File: src/rtl/asrv32_uart_loader.sv
// UART boot loader: receives framed 8N1 packets, writes little-endian words to
// data memory and holds the core in reset until a checksummed image has landed.
module asrv32_uart_loader #(
  parameter int CLKS_PER_BIT = 434,
  parameter int MEMORY_DEPTH = 8192
) (
  input  logic        clk,
  input  logic        rst,
  input  logic        i_rx,
  output logic        o_wr_en,
  output logic [31:0] o_wr_addr,
  output logic [31:0] o_wr_data,
  output logic [3:0]  o_wr_mask,
  output logic        o_core_rst,
  output logic        o_busy,
  output logic        o_done,
  output logic        o_err
);

  localparam int CW = $clog2(CLKS_PER_BIT + 1);
  localparam logic [CW-1:0] HALF_M1 = CW'(CLKS_PER_BIT / 2 - 1);
  localparam logic [CW-1:0] BIT_M1  = CW'(CLKS_PER_BIT - 1);
  localparam logic [32:0]   DEPTH   = 33'(MEMORY_DEPTH);

  typedef enum logic [1:0] {RX_IDLE, RX_START, RX_DATA, RX_STOP} rx_state_e;
  typedef enum logic [2:0] {ST_IDLE, ST_ADDR, ST_COUNT, ST_DATA, ST_CSUM} pkt_state_e;

  // ---------------- UART receiver ----------------
  logic            sync1_q, sync2_q, prev_q;
  rx_state_e       rx_state_q, rx_state_d;
  logic [CW-1:0]   rx_cnt_q, rx_cnt_d;
  logic [2:0]      rx_bit_q, rx_bit_d;
  logic [7:0]      rx_shift_q, rx_shift_d;
  logic            rx_valid_q, rx_valid_d;
  logic            rx_ferr_q, rx_ferr_d;

  always_comb begin
    rx_state_d = rx_state_q;
    rx_cnt_d   = rx_cnt_q + 1'b1;
    rx_bit_d   = rx_bit_q;
    rx_shift_d = rx_shift_q;
    rx_valid_d = 1'b0;
    rx_ferr_d  = 1'b0;
    case (rx_state_q)
      RX_IDLE: begin
        rx_cnt_d = '0;
        if (!sync2_q && prev_q) rx_state_d = RX_START;
      end
      RX_START: if (rx_cnt_q == HALF_M1) begin
        rx_cnt_d   = '0;
        rx_bit_d   = '0;
        rx_state_d = sync2_q ? RX_IDLE : RX_DATA;
      end
      RX_DATA: if (rx_cnt_q == BIT_M1) begin
        rx_cnt_d   = '0;
        rx_shift_d = {sync2_q, rx_shift_q[7:1]};
        rx_bit_d   = rx_bit_q + 1'b1;
        if (rx_bit_q == 3'd7) rx_state_d = RX_STOP;
      end
      RX_STOP: if (rx_cnt_q == BIT_M1) begin
        rx_state_d = RX_IDLE;
        rx_valid_d = sync2_q;
        rx_ferr_d  = !sync2_q;
      end
      default: rx_state_d = RX_IDLE;
    endcase
  end

  always_ff @(posedge clk) begin
    if (rst) begin
      sync1_q    <= 1'b1;
      sync2_q    <= 1'b1;
      prev_q     <= 1'b1;
      rx_state_q <= RX_IDLE;
      rx_cnt_q   <= '0;
      rx_bit_q   <= '0;
      rx_shift_q <= '0;
      rx_valid_q <= 1'b0;
      rx_ferr_q  <= 1'b0;
    end else begin
      sync1_q    <= i_rx;
      sync2_q    <= sync1_q;
      prev_q     <= sync2_q;
      rx_state_q <= rx_state_d;
      rx_cnt_q   <= rx_cnt_d;
      rx_bit_q   <= rx_bit_d;
      rx_shift_q <= rx_shift_d;
      rx_valid_q <= rx_valid_d;
      rx_ferr_q  <= rx_ferr_d;
    end
  end

  // ---------------- packet decoder ----------------
  pkt_state_e  state_q, state_d;
  logic [1:0]  bcnt_q, bcnt_d;
  logic [31:0] addr_q, addr_d, word_q, word_d;
  logic [15:0] count_q, count_d;
  logic [7:0]  csum_q, csum_d;
  logic        wr_en_q, wr_en_d, done_q, done_d, err_q, err_d, core_rst_q, core_rst_d;
  logic [31:0] wr_addr_q, wr_addr_d, wr_data_q, wr_data_d;
  logic [15:0] count_new;
  logic [32:0] end_addr;

  assign count_new = {rx_shift_q, count_q[15:8]};
  // 33-bit end address so a huge COUNT near the top of the map cannot wrap
  assign end_addr  = {1'b0, addr_q} + {15'b0, count_new, 2'b00};

  always_comb begin
    state_d    = state_q;
    bcnt_d     = bcnt_q;
    addr_d     = addr_q;
    word_d     = word_q;
    count_d    = count_q;
    csum_d     = csum_q;
    wr_en_d    = 1'b0;
    wr_addr_d  = wr_addr_q;
    wr_data_d  = wr_data_q;
    done_d     = done_q;
    err_d      = err_q;
    core_rst_d = core_rst_q;
    if (rx_ferr_q) begin
      state_d = ST_IDLE;
      err_d   = 1'b1;
      done_d  = 1'b0;
    end else if (rx_valid_q) begin
      if (state_q != ST_IDLE) csum_d = csum_q + rx_shift_q;
      case (state_q)
        ST_IDLE: if (rx_shift_q == 8'hA5) begin
          state_d    = ST_ADDR;
          bcnt_d     = '0;
          csum_d     = '0;
          core_rst_d = 1'b1;
          done_d     = 1'b0;
          err_d      = 1'b0;
        end
        ST_ADDR: begin
          addr_d = {rx_shift_q, addr_q[31:8]};
          bcnt_d = bcnt_q + 1'b1;
          if (bcnt_q == 2'd3) begin
            state_d = ST_COUNT;
            bcnt_d  = '0;
          end
        end
        ST_COUNT: begin
          count_d = count_new;
          bcnt_d  = bcnt_q + 1'b1;
          if (bcnt_q == 2'd1) begin
            bcnt_d = '0;
            if (addr_q[1:0] != 2'b00 || end_addr > DEPTH) begin
              state_d = ST_IDLE;
              err_d   = 1'b1;
            end else begin
              state_d = (count_new != 16'd0) ? ST_DATA : ST_CSUM;
            end
          end
        end
        ST_DATA: begin
          word_d = {rx_shift_q, word_q[31:8]};
          bcnt_d = bcnt_q + 1'b1;
          if (bcnt_q == 2'd3) begin
            wr_en_d   = 1'b1;
            wr_addr_d = addr_q;
            wr_data_d = {rx_shift_q, word_q[31:8]};
            addr_d    = addr_q + 32'd4;
            count_d   = count_q - 16'd1;
            if (count_q == 16'd1) state_d = ST_CSUM;
          end
        end
        ST_CSUM: begin
          state_d = ST_IDLE;
          if (rx_shift_q == csum_q) begin
            done_d     = 1'b1;
            core_rst_d = 1'b0;
          end else begin
            err_d = 1'b1;
          end
        end
        default: state_d = ST_IDLE;
      endcase
    end
  end

  always_ff @(posedge clk) begin
    if (rst) begin
      state_q    <= ST_IDLE;
      bcnt_q     <= '0;
      addr_q     <= '0;
      word_q     <= '0;
      count_q    <= '0;
      csum_q     <= '0;
      wr_en_q    <= 1'b0;
      wr_addr_q  <= '0;
      wr_data_q  <= '0;
      done_q     <= 1'b0;
      err_q      <= 1'b0;
      core_rst_q <= 1'b1;
    end else begin
      state_q    <= state_d;
      bcnt_q     <= bcnt_d;
      addr_q     <= addr_d;
      word_q     <= word_d;
      count_q    <= count_d;
      csum_q     <= csum_d;
      wr_en_q    <= wr_en_d;
      wr_addr_q  <= wr_addr_d;
      wr_data_q  <= wr_data_d;
      done_q     <= done_d;
      err_q      <= err_d;
      core_rst_q <= core_rst_d;
    end
  end

  assign o_wr_en    = wr_en_q;
  assign o_wr_addr  = wr_addr_q;
  assign o_wr_data  = wr_data_q;
  assign o_wr_mask  = {4{wr_en_q}};
  assign o_core_rst = core_rst_q;
  assign o_busy     = (state_q != ST_IDLE);
  assign o_done     = done_q;
  assign o_err      = err_q;

endmodule

File: config.mk
export PLATFORM = sky130hd
export DESIGN_NAME = asrv32_uart_loader
export DESIGN_NICKNAME = d
export VERILOG_FILES = /design/src/rtl/asrv32_uart_loader.sv
export SDC_FILE = /design/constraint.sdc
export NUM_CORES = 1
export LEC_CHECK = 0
export CAP_MARGIN = 20
export CORE_MARGIN = 2
export CORE_UTILIZATION = 59
export DETAILED_ROUTE_END_ITERATION = 10
export PLACE_DENSITY_LB_ADDON = 0.25
export SETUP_SLACK_MARGIN = 0.02
export SLEW_MARGIN = 10
export SYNTH_ARGS = -nofsm -noshare
export SYNTH_HDL_FRONTEND = slang
export SYNTH_SLANG_ARGS = --single-unit
File: constraint.sdc
create_clock -name clk -period 3.51 [get_ports clk]
set_input_delay 1.053 -clock clk [delete_from_list [all_inputs] [get_ports clk]]
set_output_delay 1.053 -clock clk [all_outputs]
set_load 0.02 [all_outputs]
==> results of run 1 <==
==> placed cells by master (no fill, tap or decap), types with 15 or more instances in the layout <==
cell type	count
a211oi_1	15
xnor2_1	16
xor2_1	15
o22ai_1	15
dfxtp_1	179
nand2_1	259
clkbuf_16	17
nand3_1	32
clkdlybuf4s50_1	74
a21oi_1	164
nand4_1	25
nor2_1	103
a22oi_1	18
inv_1	24
ha_1	34
nor3_1	23
buf_4	45
o21ai_0	59
==> worst reg2reg max path, delay by kind of cell (launching register included) <==
kind                       cells  cell delay, ps
adders and majority gates      1             370
AOI/OAI and AO/OA              5            1390
DFF                            1             360
and+or+nand+nor                4            1060
==> per-stage QoR <==
| stage | instance area (um^2) | total power [mW] | hold slack (ps) |
|---|---|---|---|
| after detailed placement | 10600 | 2.14 | 398 |
| after global routing | 11300 | 4.16 | 428 |
| after floorplan | 9600 | 2.13 | 389 |
| after global placement | 10600 | 2.14 | 396 |
| after CTS | 11200 | 4.07 | 416 |
| final | 11300 | 4.05 | 414 |
==> metal layers <==
layer	GRT usage, %	vias up
met5	0	-
met4	15.0	0
met3	4.71	100
met2	50.6	449
met1	42.4	4522
li1	-	4622
==> cell families (layout without fill, tap and decap cells) <==
logic type | Yosys count | in the layout
flip-flops | 180 | 180
XOR/XNOR | 31 | 31
buffers and inverters | 123 | 178
AO/OA/AOI/OAI | 367 | 367
multiplexers | 13 | 13
AND/OR/NAND/NOR | 531 | 531
adder cells (fa/ha/maj) | 36 | 36
==> power breakdown <==
group	switching (mW)	leakage [nW]	internal (mW)	total (mW)
sequential	0.00496	1.45	2.04	2.05
combinational	0.0353	2.20	0.00862	0.0439
clock	0.978	0.297	0.984	1.96
==> state kept, by name, indices dropped and copies added (netlist names), 8 cells and up, named ones only <==
register and cells:
rx_cnt_q 9, count_q 16, o_wr_data 32, addr_q 32, word_q 24, csum_q 8
o_wr_addr 32, rx_shift_q 8
==> final timing paths <==
kind	from	to	cells past startpoint
max	addr_q[5]$_SDFFE_PP0P_	o_err$_SDFFE_PP0P_	10
min	sync1_q$_SDFF_PP1_	sync2_q$_SDFF_PP1_	1
min reg2reg	sync1_q$_SDFF_PP1_	sync2_q$_SDFF_PP1_	1
max reg2reg	addr_q[5]$_SDFFE_PP0P_	o_err$_SDFFE_PP0P_	10
==> synthesized netlist by cell type, drive strengths merged (6+ instances only) <==
cell type	count	area (um^2)
o22ai	15	93.8
nand3	32	160
a211oi	16	125
and4	6	52.6
clkbuf	87	327
nor3	23	115
a22oi	18	135
o21a	6	45.0
a21oi	164	821
nand4	26	169
xnor2	16	140
xor2	15	131
o31ai	7	52.6
o21ai	68	340
nor2	104	390
nand2	260	976
nor2b	7	43.8
or3	9	56.3
inv	24	90.1
ha	34	425
a221oi	6	52.6
buf	12	67.6
nor4	15	109
and3	15	93.8
a31oi	11	68.8
o21bai	7	52.6
dfxtp	180	3600
or2	8	50.1
a21o	10	75.1
mux2i	11	110
==> area by class of cell <==
cell class	instances	area, um^2	area share [%]
Timing Repair Buffer	122	1140	10.1
Sequential cell	180	3600	32.0
Clock buffer	17	425	3.78
Clock inverter	15	198	1.75
Tap cell	216	270	2.40
Inverter	24	90.1	0.800
Multi-Input combinational cell	978	5540	49.2
==> repair_timing <==
action / in CTS / in global routing
endpoints found under the setup margin: 0 / 2
hold endpoints to repair: 0 / 0
setup buffers: 0 / 1
gates resized for setup: 0 / 6
==> metrics, run 1 <==
H-Tree Depth 4; GRT Overall Usage 31.7%; RSZ-0062 raised after global routing no; core area 15900 um^2; grt ovf 0; Cell variety after synth 69; Leak 3.94 nW; met2 wire length 12900 um; post-DP HPWL 19400 um; Post-synth EDFFs 0; status complete, but fails checks; Clock Root Buffer clkbuf_16; largest family of logic cells by synthesized area simple AND/OR/NAND/NOR gates; cell count after synthesis 1281; IO buf count 75; hold_buf cts 0; Place WS 176 ps; largest net degree at the start of global routing 167; asr flop ratio synth 0%; post-synthesis simple-gate area fraction 25.1%; initial DRC count 1005; worst reg2reg setup slack 210 ps; critical path fanouts, max 7; die area 17300 um^2; initial antenna violation count 0; Worst-path clk slew 70 ps; Least-Margin Pin Slew 729 ps; Pwr Density 360 nW/um^2; Die Y 132 um; Area Overhead vs Synth 17.4%; Peak supply drop 0.381 mV; Antenna Cells 0; CTS Buffer Depth 2; Die Span X 132 um; Final Util 70.9%; register bit count reported by yosys 180; crit-path leading delay family compound AO/OA/AOI/OAI gates; Setup WS post-layout 213 ps; Seq/Total Area, Yosys 37.5%; clock latency on the worst-skew pair 440 ps; ANT nets after route 0; Max Slew Vio Count 0; GPL Wtd Cong 1.05; layout cells sized above 1 7.86%; met1 WL 12100 um; largest stage delay on the critical path 450 ps; syn avg cell area 7.49 um^2; DR WL/cell 18.2 um; Non-Filler Instances 1552; crit path kind reg -> reg; most used flip-flop cell after synthesis dfxtp_1; CP endpoint kind register; met3 routed WL 2140 um; setup TNS 0 ps; maximum capacitance violations 0; Worst Path Required 3830 ps; Syn Nets 1320; Hold WC Path Type reg -> reg; via count 9693; Yosys warnings 0; DRC errors left 1; Pre-antenna DRT Iters 11; # setup viols final 0; IO Count 76; Initial Util 60.4%; Adder-Cell Fraction of Synth Area 4.85%; site row count 46; vias in the first global route 8525; CP cell instances ha_1 > a21o_1 > a21oi_1 > nand2_1 > a221o_2 > a221oi_1 > o2111ai_1 > nor4_4 > nor2_1 > or3_1; CP Launch Type register; top sig layer met4; Slew HR 51.4%; final hold vios 0; Post-Route WL 28200 um; XOR/XNOR share of the synthesized area 2.83%; WP data arrival 3610 ps; CTS tree yes; failing checks DRC; Compound-Gate Fraction of Synth Area 23.2%; final net count 1362; Slowest cell on crit path a221o_2; placed instance count 1519; Bufs and invs on worst path 0; Max Clk Rate 303 MHz; Fillers 1323; mux cell area share after synthesis 1.38%; total CTS buffers 17; synthesized area 9600 um^2; min cycle time layout 3300 ps; first-pass GRT wire length 44900 um; Final period util 93.9%; Num Clock Sinks 180; post-DR vias/cell 6.25; Final Skew 12.1 ps
No activity file was read; power rests on OpenSTA's default activity.
==> run 2, diff against run 1 <==
CORE_UTILIZATION = 45   (was 59)
PLACE_DENSITY = 0.61   (was unset)
PLACE_DENSITY_LB_ADDON = unset   (was 0.25)
==> run 2 against run 1 <==
  * The run now ends clean
  * Power is 0.29% higher
  * Core utilization is 16 points lower
  * Cell area is 2.2% higher
  * Sequential share of layout area is 0.71 points lower
  * Clock power hardly changed
  * Routed wire length is 6.4% higher
  * Worst hold slack better by 12 ps
  * Largest power group unchanged
==> metrics, run 2 (synthesis results as in run 1) <==
DRC errors left 0; # setup viols final 0; H-Tree Depth 4; core area 21000 um^2; Place WS 150 ps; grt ovf 0; CTS tree yes; Crit. path cell count 10; layout cells sized above 1 9.28%; crit path kind reg -> reg; Pre-antenna DRT Iters 5; initial DRC count 771; Worst-path clk slew 80 ps; first-pass GRT wire length 47500 um; GPL Wtd Cong 0.963; Bufs and invs on worst path 0; Final Skew 12.8 ps; Initial Util 45.8%; largest stage delay on the critical path 480 ps; hold_buf cts 0; grt met3 use 4.12%; Die Span X 150 um; Leak 4.07 nW; Hold WC Path Type reg -> reg; Post-Route WL 30000 um; final net count 1384; Die Y 150 um; min cycle time layout 3310 ps; Peak supply drop 0.273 mV; CP cell instances ha_1 > a21o_1 > a21oi_1 > nand2_1 > a221o_1 > a311oi_1 > nand4_2 > nor4_4 > nor2_1 > or3_1; most common cell after layout, fill and taps aside nand2_1; Max Clk Rate 302 MHz; total CTS buffers 17; worst reg2reg setup slack 200 ps; site row count 53; hold_sp sync1_q$_SDFF_PP1_; largest net degree at the start of global routing 156; R2R depth 10; post-DR vias/cell 5.80; RR Startpoint count_q[11]$_SDFFE_PP0P_; post-DP HPWL 21000 um; Worst Path Required 3830 ps; layer with the highest usage met2; Hold Crit Endpoint sync2_q$_SDFF_PP1_; FF-to-FF End o_err$_SDFFE_PP0P_; Slew HR 51.3%; WP data arrival 3630 ps; maximum capacitance violations 0; GRT met2 Usage 42.9%; Area Overhead vs Synth 20.0%; RSZ-0062 raised after global routing no; initial antenna violation count 0; crit-path leading delay family compound AO/OA/AOI/OAI gates; IO buf count 75; Antenna Cells 0; Min-Delay Path Depth 1; vias in the first global route 8543; M1 GR Usage 36.8%; Final period util 94.4%; via count 9476; GRT Overall Usage 26.7%; Setup WS post-layout 198 ps; Least-Margin Pin Slew 731 ps; Num Clock Sinks 180; DR WL/cell 18.4 um; critical path fanouts, max 7; Clock Root Buffer clkbuf_16; CP endpoint kind register; status finished, final reports clean; clock latency on the worst-skew pair 430 ps; ANT nets after route 0; final hold vios 0; commonest cells after routing, fill and taps aside 259 x nand2_1, 180 x dfxtp_1, 163 x a21oi_1; Pwr Density 353 nW/um^2; IO Count 76; Slowest cell on crit path a221o_1; CTS Buffer Depth 2; setup TNS 0 ps; Max Slew Vio Count 0; die area 22500 um^2; CP Launch Type register; Fillers 2056
==> run 2: how the worst max path moves through the flow <==
stage                                     from                  to  slack (ps)
floorplan           rx_shift_q[5]$_SDFFE_PP0P_  o_err$_SDFFE_PP0P_         470
global placement      count_q[14]$_SDFFE_PP0P_  o_err$_SDFFE_PP0P_         150
detailed placement    count_q[11]$_SDFFE_PP0P_  o_err$_SDFFE_PP0P_         150
CTS                   count_q[11]$_SDFFE_PP0P_  o_err$_SDFFE_PP0P_         120
global route            addr_q[2]$_SDFFE_PP0P_  o_err$_SDFFE_PP0P_          30
finish                count_q[11]$_SDFFE_PP0P_  o_err$_SDFFE_PP0P_         200
==> run 2: final cells by class <==
cell class	instances	area, um^2	share of cell area [%]
Inverter	24	90.1	0.782
Tap cell	275	344	2.99
Multi-Input combinational cell	978	5550	48.2
Clock inverter	15	203	1.76
Timing Repair Buffer	144	1300	11.3
Clock buffer	17	425	3.69
Sequential cell	180	3600	31.3
==> run 2: per-layer routing <==
layer,wire length [um],up-vias
met5,0,-
met4,827,0
met3,1650,53
met2,13700,318
met1,13800,4445
li1,-,4660
==> run 2: what timing repair did <==
action,in CTS,in global routing
hold endpoints to repair,0,0
endpoints found under the setup margin,0,4
gates resized for setup,0,5
setup buffers,0,1
==> run 2: power by group <==
part           total, mW  switching [mW]  internal, mW
registers           2.05         0.00530          2.04
logic             0.0444          0.0359       0.00857
clock network       1.97           0.994         0.979
total               4.06            1.03          3.03
==> run 2: through the flow <==
stage	power (mW)	hold WS, ps	util, %	cells	area, um^2
after floorplan	2.13	389	-	1281	9600
after global placement	2.14	392	51.8	1600	10900
after detailed placement	2.14	408	51.8	1600	10900
after CTS	4.10	428	54.8	1632	11500
after global routing	4.18	444	55.0	1633	11500
final	4.06	427	55.0	1633	11500
==> run 2: worst reg2reg max path, cell delays in order, from the launching register on <==
cell	delay, ps
dfxtp_1	410
ha_1	330
a21o_1	210
a21oi_1	250
nand2_1	130
a221o_1	480
a311oi_1	380
nand4_2	180
nor4_4	380
nor2_1	80
or3_1	370
